===== config.mk =====
export PLATFORM = sky130hd
export DESIGN_NAME = mcu_icache_refill
export DESIGN_NICKNAME = d
export VERILOG_FILES = /design/src/rtl/mcu_icache_refill.sv
export SDC_FILE = /design/constraint.sdc
export NUM_CORES = 1
export LEC_CHECK = 0
export CAP_MARGIN = 0
export CORE_MARGIN = 3
export CORE_UTILIZATION = 45
export CTS_CLUSTER_SIZE = 8
export DETAILED_ROUTE_END_ITERATION = 6
export PLACE_DENSITY = 0.77
export SLEW_MARGIN = 20
export SYNTH_ARGS = -nofsm -noshare
export SYNTH_HDL_FRONTEND = slang
export SYNTH_SLANG_ARGS = --single-unit

===== constraint.sdc =====
create_clock -name clk -period 12.9 [get_ports clk]
set_input_delay 3.225 -clock clk [delete_from_list [all_inputs] [get_ports clk]]
set_output_delay 3.225 -clock clk [all_outputs]
set_load 0.05 [all_outputs]

===== src/rtl/mcu_icache_refill.sv =====
// I-cache miss-refill responder: fetches one line as pipelined in-order word reads
// from the backing memory port and returns it as a single one-cycle response pulse.
module mcu_icache_refill #(
  parameter int          LINE_BYTES    = 32,
  parameter int          MEM_DATA_BITS = 32,
  parameter logic [31:0] ERR_WORD      = 32'h0010_0073
) (
  input  logic                       clk,
  input  logic                       rst,
  input  logic                       miss_req_valid,
  input  logic [31:0]                miss_req_addr,
  output logic                       miss_req_ready,
  output logic                       miss_resp_valid,
  output logic [LINE_BYTES*8-1:0]    miss_resp_data,
  output logic                       mem_req_valid,
  output logic [31:0]                mem_req_addr,
  input  logic                       mem_req_ready,
  input  logic                       mem_resp_valid,
  input  logic [MEM_DATA_BITS-1:0]   mem_resp_data,
  input  logic                       mem_resp_err,
  output logic                       busy,
  output logic                       err_sticky,
  input  logic                       err_clr
);
  localparam int BEATS      = LINE_BYTES * 8 / MEM_DATA_BITS;
  localparam int CW         = $clog2(BEATS) + 1;
  localparam int BEAT_SHIFT = $clog2(MEM_DATA_BITS / 8);
  localparam logic [CW-1:0] LAST_BEAT  = CW'(BEATS - 1);
  localparam logic [CW-1:0] ALL_BEATS  = CW'(BEATS);
  localparam logic [31:0]   LINE_MASK  = ~32'(LINE_BYTES - 1);

  typedef enum logic [1:0] {IDLE, FILL, DRAIN, RESP} state_t;

  state_t                   state_reg, state_next;
  logic [31:0]              base_reg;
  logic [CW-1:0]            issue_cnt_reg, rcv_cnt_reg;
  logic [LINE_BYTES*8-1:0]  line_reg;
  logic                     accept, issue_fire, issue_last, resp_fire, rcv_last;
  logic [MEM_DATA_BITS-1:0] beat_word;

  assign accept     = (state_reg == IDLE) && miss_req_valid;
  assign issue_fire = (state_reg == FILL) && mem_req_ready;
  assign issue_last = issue_fire && (issue_cnt_reg == LAST_BEAT);
  // Responses only count while a line is in flight and never past the last beat.
  assign resp_fire  = ((state_reg == FILL) || (state_reg == DRAIN)) && mem_resp_valid &&
                      (rcv_cnt_reg != ALL_BEATS);
  assign rcv_last   = resp_fire && (rcv_cnt_reg == LAST_BEAT);
  assign beat_word  = mem_resp_err ? MEM_DATA_BITS'(ERR_WORD) : mem_resp_data;

  always_ff @(posedge clk or posedge rst) begin
    if (rst) begin
      state_reg <= IDLE;
    end else begin
      state_reg <= state_next;
    end
  end

  always_comb begin
    state_next      = state_reg;
    miss_req_ready  = 1'b0;
    miss_resp_valid = 1'b0;
    mem_req_valid   = 1'b0;
    mem_req_addr    = '0;
    busy            = 1'b1;
    case (state_reg)
      IDLE: begin
        miss_req_ready = !rst;
        busy           = 1'b0;
        if (miss_req_valid) state_next = FILL;
      end
      FILL: begin
        mem_req_valid = 1'b1;
        mem_req_addr  = base_reg + (32'(issue_cnt_reg) << BEAT_SHIFT);
        if (issue_last) state_next = rcv_last ? RESP : DRAIN;
      end
      DRAIN: begin
        if (rcv_last) state_next = RESP;
      end
      RESP: begin
        miss_resp_valid = 1'b1;
        state_next      = IDLE;
      end
      default: state_next = IDLE;
    endcase
  end

  always_ff @(posedge clk or posedge rst) begin
    if (rst) begin
      base_reg      <= '0;
      issue_cnt_reg <= '0;
      rcv_cnt_reg   <= '0;
      line_reg      <= '0;
    end else if (accept) begin
      // Clearing the line on accept keeps stale words from a previous fill out of the result.
      base_reg      <= miss_req_addr & LINE_MASK;
      issue_cnt_reg <= '0;
      rcv_cnt_reg   <= '0;
      line_reg      <= '0;
    end else begin
      if (issue_fire) issue_cnt_reg <= issue_cnt_reg + CW'(1);
      if (resp_fire) begin
        rcv_cnt_reg <= rcv_cnt_reg + CW'(1);
        for (int i = 0; i < BEATS; i++) begin
          if (rcv_cnt_reg == CW'(i)) line_reg[i*MEM_DATA_BITS +: MEM_DATA_BITS] <= beat_word;
        end
      end
    end
  end

  // A new error on the same cycle as err_clr keeps the flag set.
  always_ff @(posedge clk or posedge rst) begin
    if (rst) begin
      err_sticky <= 1'b0;
    end else if (resp_fire && mem_resp_err) begin
      err_sticky <= 1'b1;
    end else if (err_clr) begin
      err_sticky <= 1'b0;
    end
  end

  assign miss_resp_data = line_reg;

endmodule


==> summary.txt, run 1 <==
Largest cells by area after synthesis: dfrtp_1 (58%), nand2_1 (13%), a21oi_1 (8.8%)
Worst-Skew Late Latency: 0.52 ns
I/O pin count: 364
Distinct cells, synth: 42
Top-count cell post-synth: nand2_1
Critical Path Sink Type: primary output
Peak VDD IR: 0.122 mV
Clock transition at path regs: 0.05 ns
GP Congestion: 0.925
Clk root buf: clkbuf_16
Crit Path Category: primary input to primary output
Initial Utilization: 46.5%
Yosys warns: 0
Synth async-reset ratio: 100%
Top post-synthesis cells by count: nand2_1 (437), dfrtp_1 (294), a21oi_1 (224)
Slew HR: 25.1%
Area grow syn2layout: 37.2%
Via count: 11.0k
Number of synthesized register bits: 294
P_leak: 7.18 nW
Cells resized by post-CTS repair: 0
Final setup fails: 0
Die width: 174 um
DRC marker count from the first detailed-route iteration: 728
Skew final: 0.0183 ns
Final worst slack: 4.96 ns
CTS sink count: 294
Max FFs per register: 256
DRT Pass-1 Iters: 5
Tcrit/Tclk final: 61.6%
MaxCap Viol Count: 0
Routed wire length: 41400 um
TritonCTS clock tree: yes
Core area: 27300 um2
DR WL/cell: 20.2 um
Min-Delay Path Class: flip-flop to flip-flop
Synth area leader: dfrtp_1
Mapped Cells: 1379
RSZ-0062 raised after global routing: no
Num CTS Buffers: 42
Startpoint class of the critical path: primary input
Final Critical Period: 7.94 ns
H-tree levels: 2
Total Routing Usage GR: 26.7%
Max Clk Rate: 0.126 GHz
Share of cells above drive strength 1: 5.91%
Post-synthesis sequential area ratio: 57.8%
Vias in the first global route: 11.2k
Final #Nets: 1755
PD cells: 274 nW/um2
DR vias/cell: 5.38
Post-Place Worst Slack: 4.95 ns
Mapped Area: 12700 um2
Max Slew Vio Count: 0
Hpwl dp: 27500 um
# Post-CTS Setup Buffers: 0
Post-synth EDFFs: 0
Initial antenna violation count: 1
Die H: 174 um
Fin Setup TNS: 0 ns
Syn Area/Cell: 9.22 um2
DRC errors left: 0
Slew at the pin with the worst max-slew slack: 1.12 ns
Final instance area: 17500 um2
# port buffers: 356
Worst EP required: 9.68 ns
ANT nets after route: 0
Post-DP Area: 16300 um2
# rows: 60
CP Max Fanout: 2
Synth top area share: 57.8%
Arrival @ worst endpoint: 4.72 ns
Main synth FF type: dfrtp_1
Die Area: 30300 um2
Endpoints failing hold: 0
Clock Path Buffers: 3
First-pass GRT wire length: 64100 um
Largest net degree at the start of global routing: 198
Hold-fix buffers at CTS: 0
Status: finished, final reports clean
Global route overflow: 0
Filler cell count: 2269
[report_power, final]
group | leakage (nW) | switching (mW) | total (mW) | internal, mW
logic | 2.67 | 1.65 | 2.40 | 0.747
registers | 3.98 | 0.202 | 1.43 | 1.23
clock network | 0.536 | 0.377 | 0.951 | 0.574
total | 7.18 | 2.23 | 4.78 | 2.55
[logic make-up (layout without fill, tap and decap cells)]
kind of cell | after synthesis | in the layout | synth area share, %
other | 1 | 3 | 0.0295
buffers and inverters | 133 | 428 | 4.67
AO/OA/AOI/OAI | 295 | 295 | 12.9
AND/OR/NAND/NOR | 600 | 600 | 19.8
adder cells (fa/ha/maj) | 12 | 12 | 1.18
XOR/XNOR | 16 | 16 | 1.10
multiplexers | 28 | 28 | 2.46
flip-flops | 294 | 294 | 57.8
[worst max-delay path: stages]
cell and delay (ns):
clkdlybuf4s50_1 0.51, nor2_1 0.15, clkdlybuf4s50_1 0.82
[cell usage in the layout, fill, tap and decap left out, drive strengths merged, types with 2 or more instances in the layout]
cell type and n:
nand2 438, clkdlybuf4s50 356, dfrtp 294, a21oi 224, nor2 73, a211oi 49, clkbuf 44, nor2b 27
mux2 26, and2 18, inv 15, xor2 14, nand3 12, ha 12, buf 12, o21ai 9
o31ai 8, or4 8, or3 6, nand4 6, and4 5, xnor2 2, mux2i 2, and3 2
conb 2
[layer usage]
metal / GRT usage (%) / up-vias / share of wire (%)
li1: - / 5100 / -
met1: 33.8 / 5368 / 41
met2: 41.9 / 446 / 46
met3: 9.17 / 106 / 9.3
met4: 11.3 / 0 / 4.2
met5: 0 / - / 0
[worst paths after layout]
path / start / endpoint / cells past startpoint / slack (ns)
setup / recovery: rst / miss_req_ready / 3 / 4.96
hold / removal: miss_resp_data[152] / miss_resp_data[152] / 2 / 0.52
setup reg to reg: state_reg[0] / miss_resp_data[106] / 6 / 9.94
hold reg to reg: miss_resp_data[152] / miss_resp_data[152] / 2 / 0.52
max in group asynchronous: rst / miss_resp_data[135] / 4 / 8.12
min in group asynchronous: rst / base_reg[13] / 2 / 3.24
[area by class of cell]
cell class	count	area (um2)	area share, %
Sequential cell	294	7360	42.2
Multi-Input combinational cell	953	4790	27.4
Timing Repair Buffer	368	3690	21.1
Clock buffer	44	1060	6.06
Tap cell	372	465	2.67
Inverter	13	56.3	0.323
Clock inverter	3	33.8	0.194
Antenna cell	1	2.50	0.0143
[through the flow]
stage	power (mW)	instances	util, %	hold slack (ns)
final	4.78	2048	63.9	0.516
after global routing	4.99	2048	63.9	0.531
after CTS	4.80	2046	63.7	0.518
after detailed placement	3.83	1999	59.7	0.507
after global placement	3.79	1999	59.7	0.504
after floorplan	3.00	1380	-	0.487
No activity file was read; power rests on OpenSTA's default activity.
==> inputs of run 2 (changes only) <==
clock period = 7.75 ns   (was 12.9 ns; I/O delays follow)
==> run 2 against run 1 <==
Against the previous run:
- final area rose by 0.17%
- critical path type is now flip-flop to primary output
- core utilization rose by 0.11 points
- combinational power rose by 66%
==> summary.txt, run 2 (synthesis results as in run 1) <==
Hpwl dp: 27600 um (was 27500 um)
Share of cells above drive strength 1: 5.96% (was 5.91%)
ANT nets after route: 0 (unchanged)
R2R setup slack: 4.59 ns (was 9.94 ns)
Status: finished, final reports clean (unchanged)
Highest-count cells in the layout ignoring fill and taps: nand2_1 (435), clkdlybuf4s50_1 (356), dfrtp_1 (294), a21oi_1 (224), nor2_1 (73) (was nand2_1 (434), clkdlybuf4s50_1 (356), dfrtp_1 (294), a21oi_1 (224), nor2_1 (73))
DRT Pass-1 Iters: 5 (unchanged)
Final setup fails: 0 (unchanged)
Cells resized by post-CTS repair: 0 (unchanged)
Worst-Skew Late Latency: 0.54 ns (was 0.52 ns)
Slew HR: 24.6% (was 25.1%)
Max Slew Vio Count: 0 (unchanged)
Critical-path top delay cell: clkdlybuf4s50_1 (unchanged)
PD cells: 457 nW/um2 (was 274 nW/um2)
Fin Setup TNS: 0 ns (unchanged)
Vias in the first global route: 11.2k (about the same)
DRC marker count from the first detailed-route iteration: 773 (was 728)
DR WL/cell: 20.1 um (was 20.2 um)
Final Critical Period: 5.51 ns
Largest net degree at the start of global routing: 198 (unchanged)
Tot Pwr: 7.99 mW (was 4.78 mW)
Clock Path Buffers: 3 (unchanged)
Clock transition at path regs: 0.05 ns (about the same)
# port buffers: 356 (unchanged)
H-tree levels: 2 (unchanged)
Endpoints failing hold: 0 (unchanged)
Tcrit/Tclk final: 71.1%
GP Congestion: 0.891 (was 0.925)
Peak VDD IR: 0.227 mV (was 0.122 mV)
Initial antenna violation count: 1 (unchanged)
TritonCTS clock tree: yes (unchanged)
Die Area: 30300 um2 (unchanged)
Worst r2r src: state_reg[1] (was state_reg[0])
Hold EP: miss_resp_data[51] (was miss_resp_data[152])
Crit Path Category: flip-flop to primary output (was primary input to primary output)
CP Max Fanout: 11 (was 2)
Clk root buf: clkbuf_16 (unchanged)
MaxCap Viol Count: 0 (unchanged)
Via count: 11.1k (was 11.0k)
CP Cell Sequence: ha_1, ha_1, and4_1, nand4_2, nor4_1, mux2i_1, clkdlybuf4s50_1 (was clkdlybuf4s50_1, nor2_1, clkdlybuf4s50_1)
WHS: 0.518 ns (was 0.516 ns)
Initial Utilization: 46.5% (unchanged)
Buf+Inv Stages, Crit Path: 1 (was 2)
Max FFs per register: 256 (unchanged)
# rows: 60 (unchanged)
Arrival @ worst endpoint: 3.57 ns (was 4.72 ns)
R2R depth: 6 (unchanged)
DRC errors left: 0 (unchanged)
Total Routing Usage GR: 26.8% (was 26.7%)
Slew at the pin with the worst max-slew slack: 1.13 ns (was 1.12 ns)
Max Clk Rate: 0.181 GHz
Hold_sp: miss_resp_data[51] (was miss_resp_data[152])
Critical Path Sink Type: primary output (unchanged)
Core area: 27300 um2 (unchanged)
Hold Crit Depth: 2 (unchanged)
# Post-CTS Setup Buffers: 0 (unchanged)
CTS sink count: 294 (unchanged)
Startpoint class of the critical path: flip-flop (was primary input)
Hold-fix buffers at CTS: 0 (unchanged)
Commonest non-fill, non-tap cell in the layout: nand2_1 (unchanged)
First-pass GRT wire length: 64500 um (was 64100 um)
Area grow syn2layout: 37.5% (was 37.2%)
RSZ-0062 raised after global routing: no (unchanged)
Worst EP required: 5.81 ns (was 9.68 ns)
Core Util, Final: 64.0% (was 63.9%)
Die H: 174 um (unchanged)
Worst path top cell family by delay: simple AND/OR/NAND/NOR gates (was buffers and inverters)
Num CTS Buffers: 42 (unchanged)
Reg2reg end: miss_resp_data[19] (was miss_resp_data[106])
P_leak: 7.20 nW (was 7.18 nW)
Die width: 174 um (unchanged)
Routed wire length: 41200 um (was 41400 um)
Skew final: 0.0248 ns (was 0.0183 ns)
ANT cells: 0 (was 1)
I/O pin count: 364 (unchanged)
Min-Delay Path Class: flip-flop to flip-flop (unchanged)
DR vias/cell: 5.41 (was 5.38)
Global route overflow: 0 (unchanged)
Worst path max stage delay: 0.89 ns (was 0.82 ns)
Final #Nets: 1758 (was 1755)
CP most frequent cell: ha_1 (was clkdlybuf4s50_1)
## run 2: changes by cell type in the layout (fill, tap and decap cells not counted), sizes merged
| cell | change |
|---|---|
| buf | +3 |
| clkinv | -1 |
| clkinvlp | +1 |
| diode | -1 |
| inv | -1 |
## run 2: metrics by stage
step	worst slack [ns]	instances	cell area (um2)
2_1_floorplan	1.91	1380	12700
6_report	2.24	2049	17500
3_3_place_gp	2.50	2002	16300
4_1_cts	2.26	2048	17500
3_5_place_dp	2.51	2002	16300
5_1_grt	2.09	2049	17500
## run 2: how the worst max path moves through the flow
stage,from,end,cells after the start
after detailed placement,rst,miss_req_ready,3
final,issue_cnt_reg[3],mem_req_addr[31],7
after CTS,issue_cnt_reg[3],mem_req_addr[31],7
after global routing,issue_cnt_reg[3],mem_req_addr[29],7
after global placement,rst,miss_req_ready,3
after floorplan,rst,base_reg[10],1
## run 2: where the power goes
part,switching [mW],internal (mW)
registers,0.345,2.04
clock network,0.640,0.984
logic,2.73,1.25
total,3.72,4.27
## run 2: worst register-to-register path: cells and delay by family (launching register included)
| kind | cells | cell delay (ns) |
|---|---|---|
| flip-flops | 1 | 0.41 |
| adder cells (fa/ha/maj) | 1 | 0.35 |
| AND/OR/NAND/NOR | 3 | 2.03 |
| AO/OA/AOI/OAI | 1 | 0.10 |
| buffers and inverters | 1 | 0.11 |
## run 2: area by class of cell
| class | count | area (um2) |
|---|---|---|
| Clock inverter | 2 | 28.8 |
| Sequential cell | 294 | 7360 |
| Tap cell | 372 | 465 |
| Multi-Input combinational cell | 953 | 4780 |
| Fill cell | 2215 | 9840 |
| Inverter | 13 | 52.6 |
| Clock buffer | 44 | 1090 |
| Timing Repair Buffer | 371 | 3710 |
## run 2: per-layer routing
layer	track usage, %	vias up	wire, um
met5	0	-	13
met4	11.6	2	1870
met3	8.48	108	3640
met2	42.2	451	19000
met1	34.2	5407	16700
li1	-	5109	-
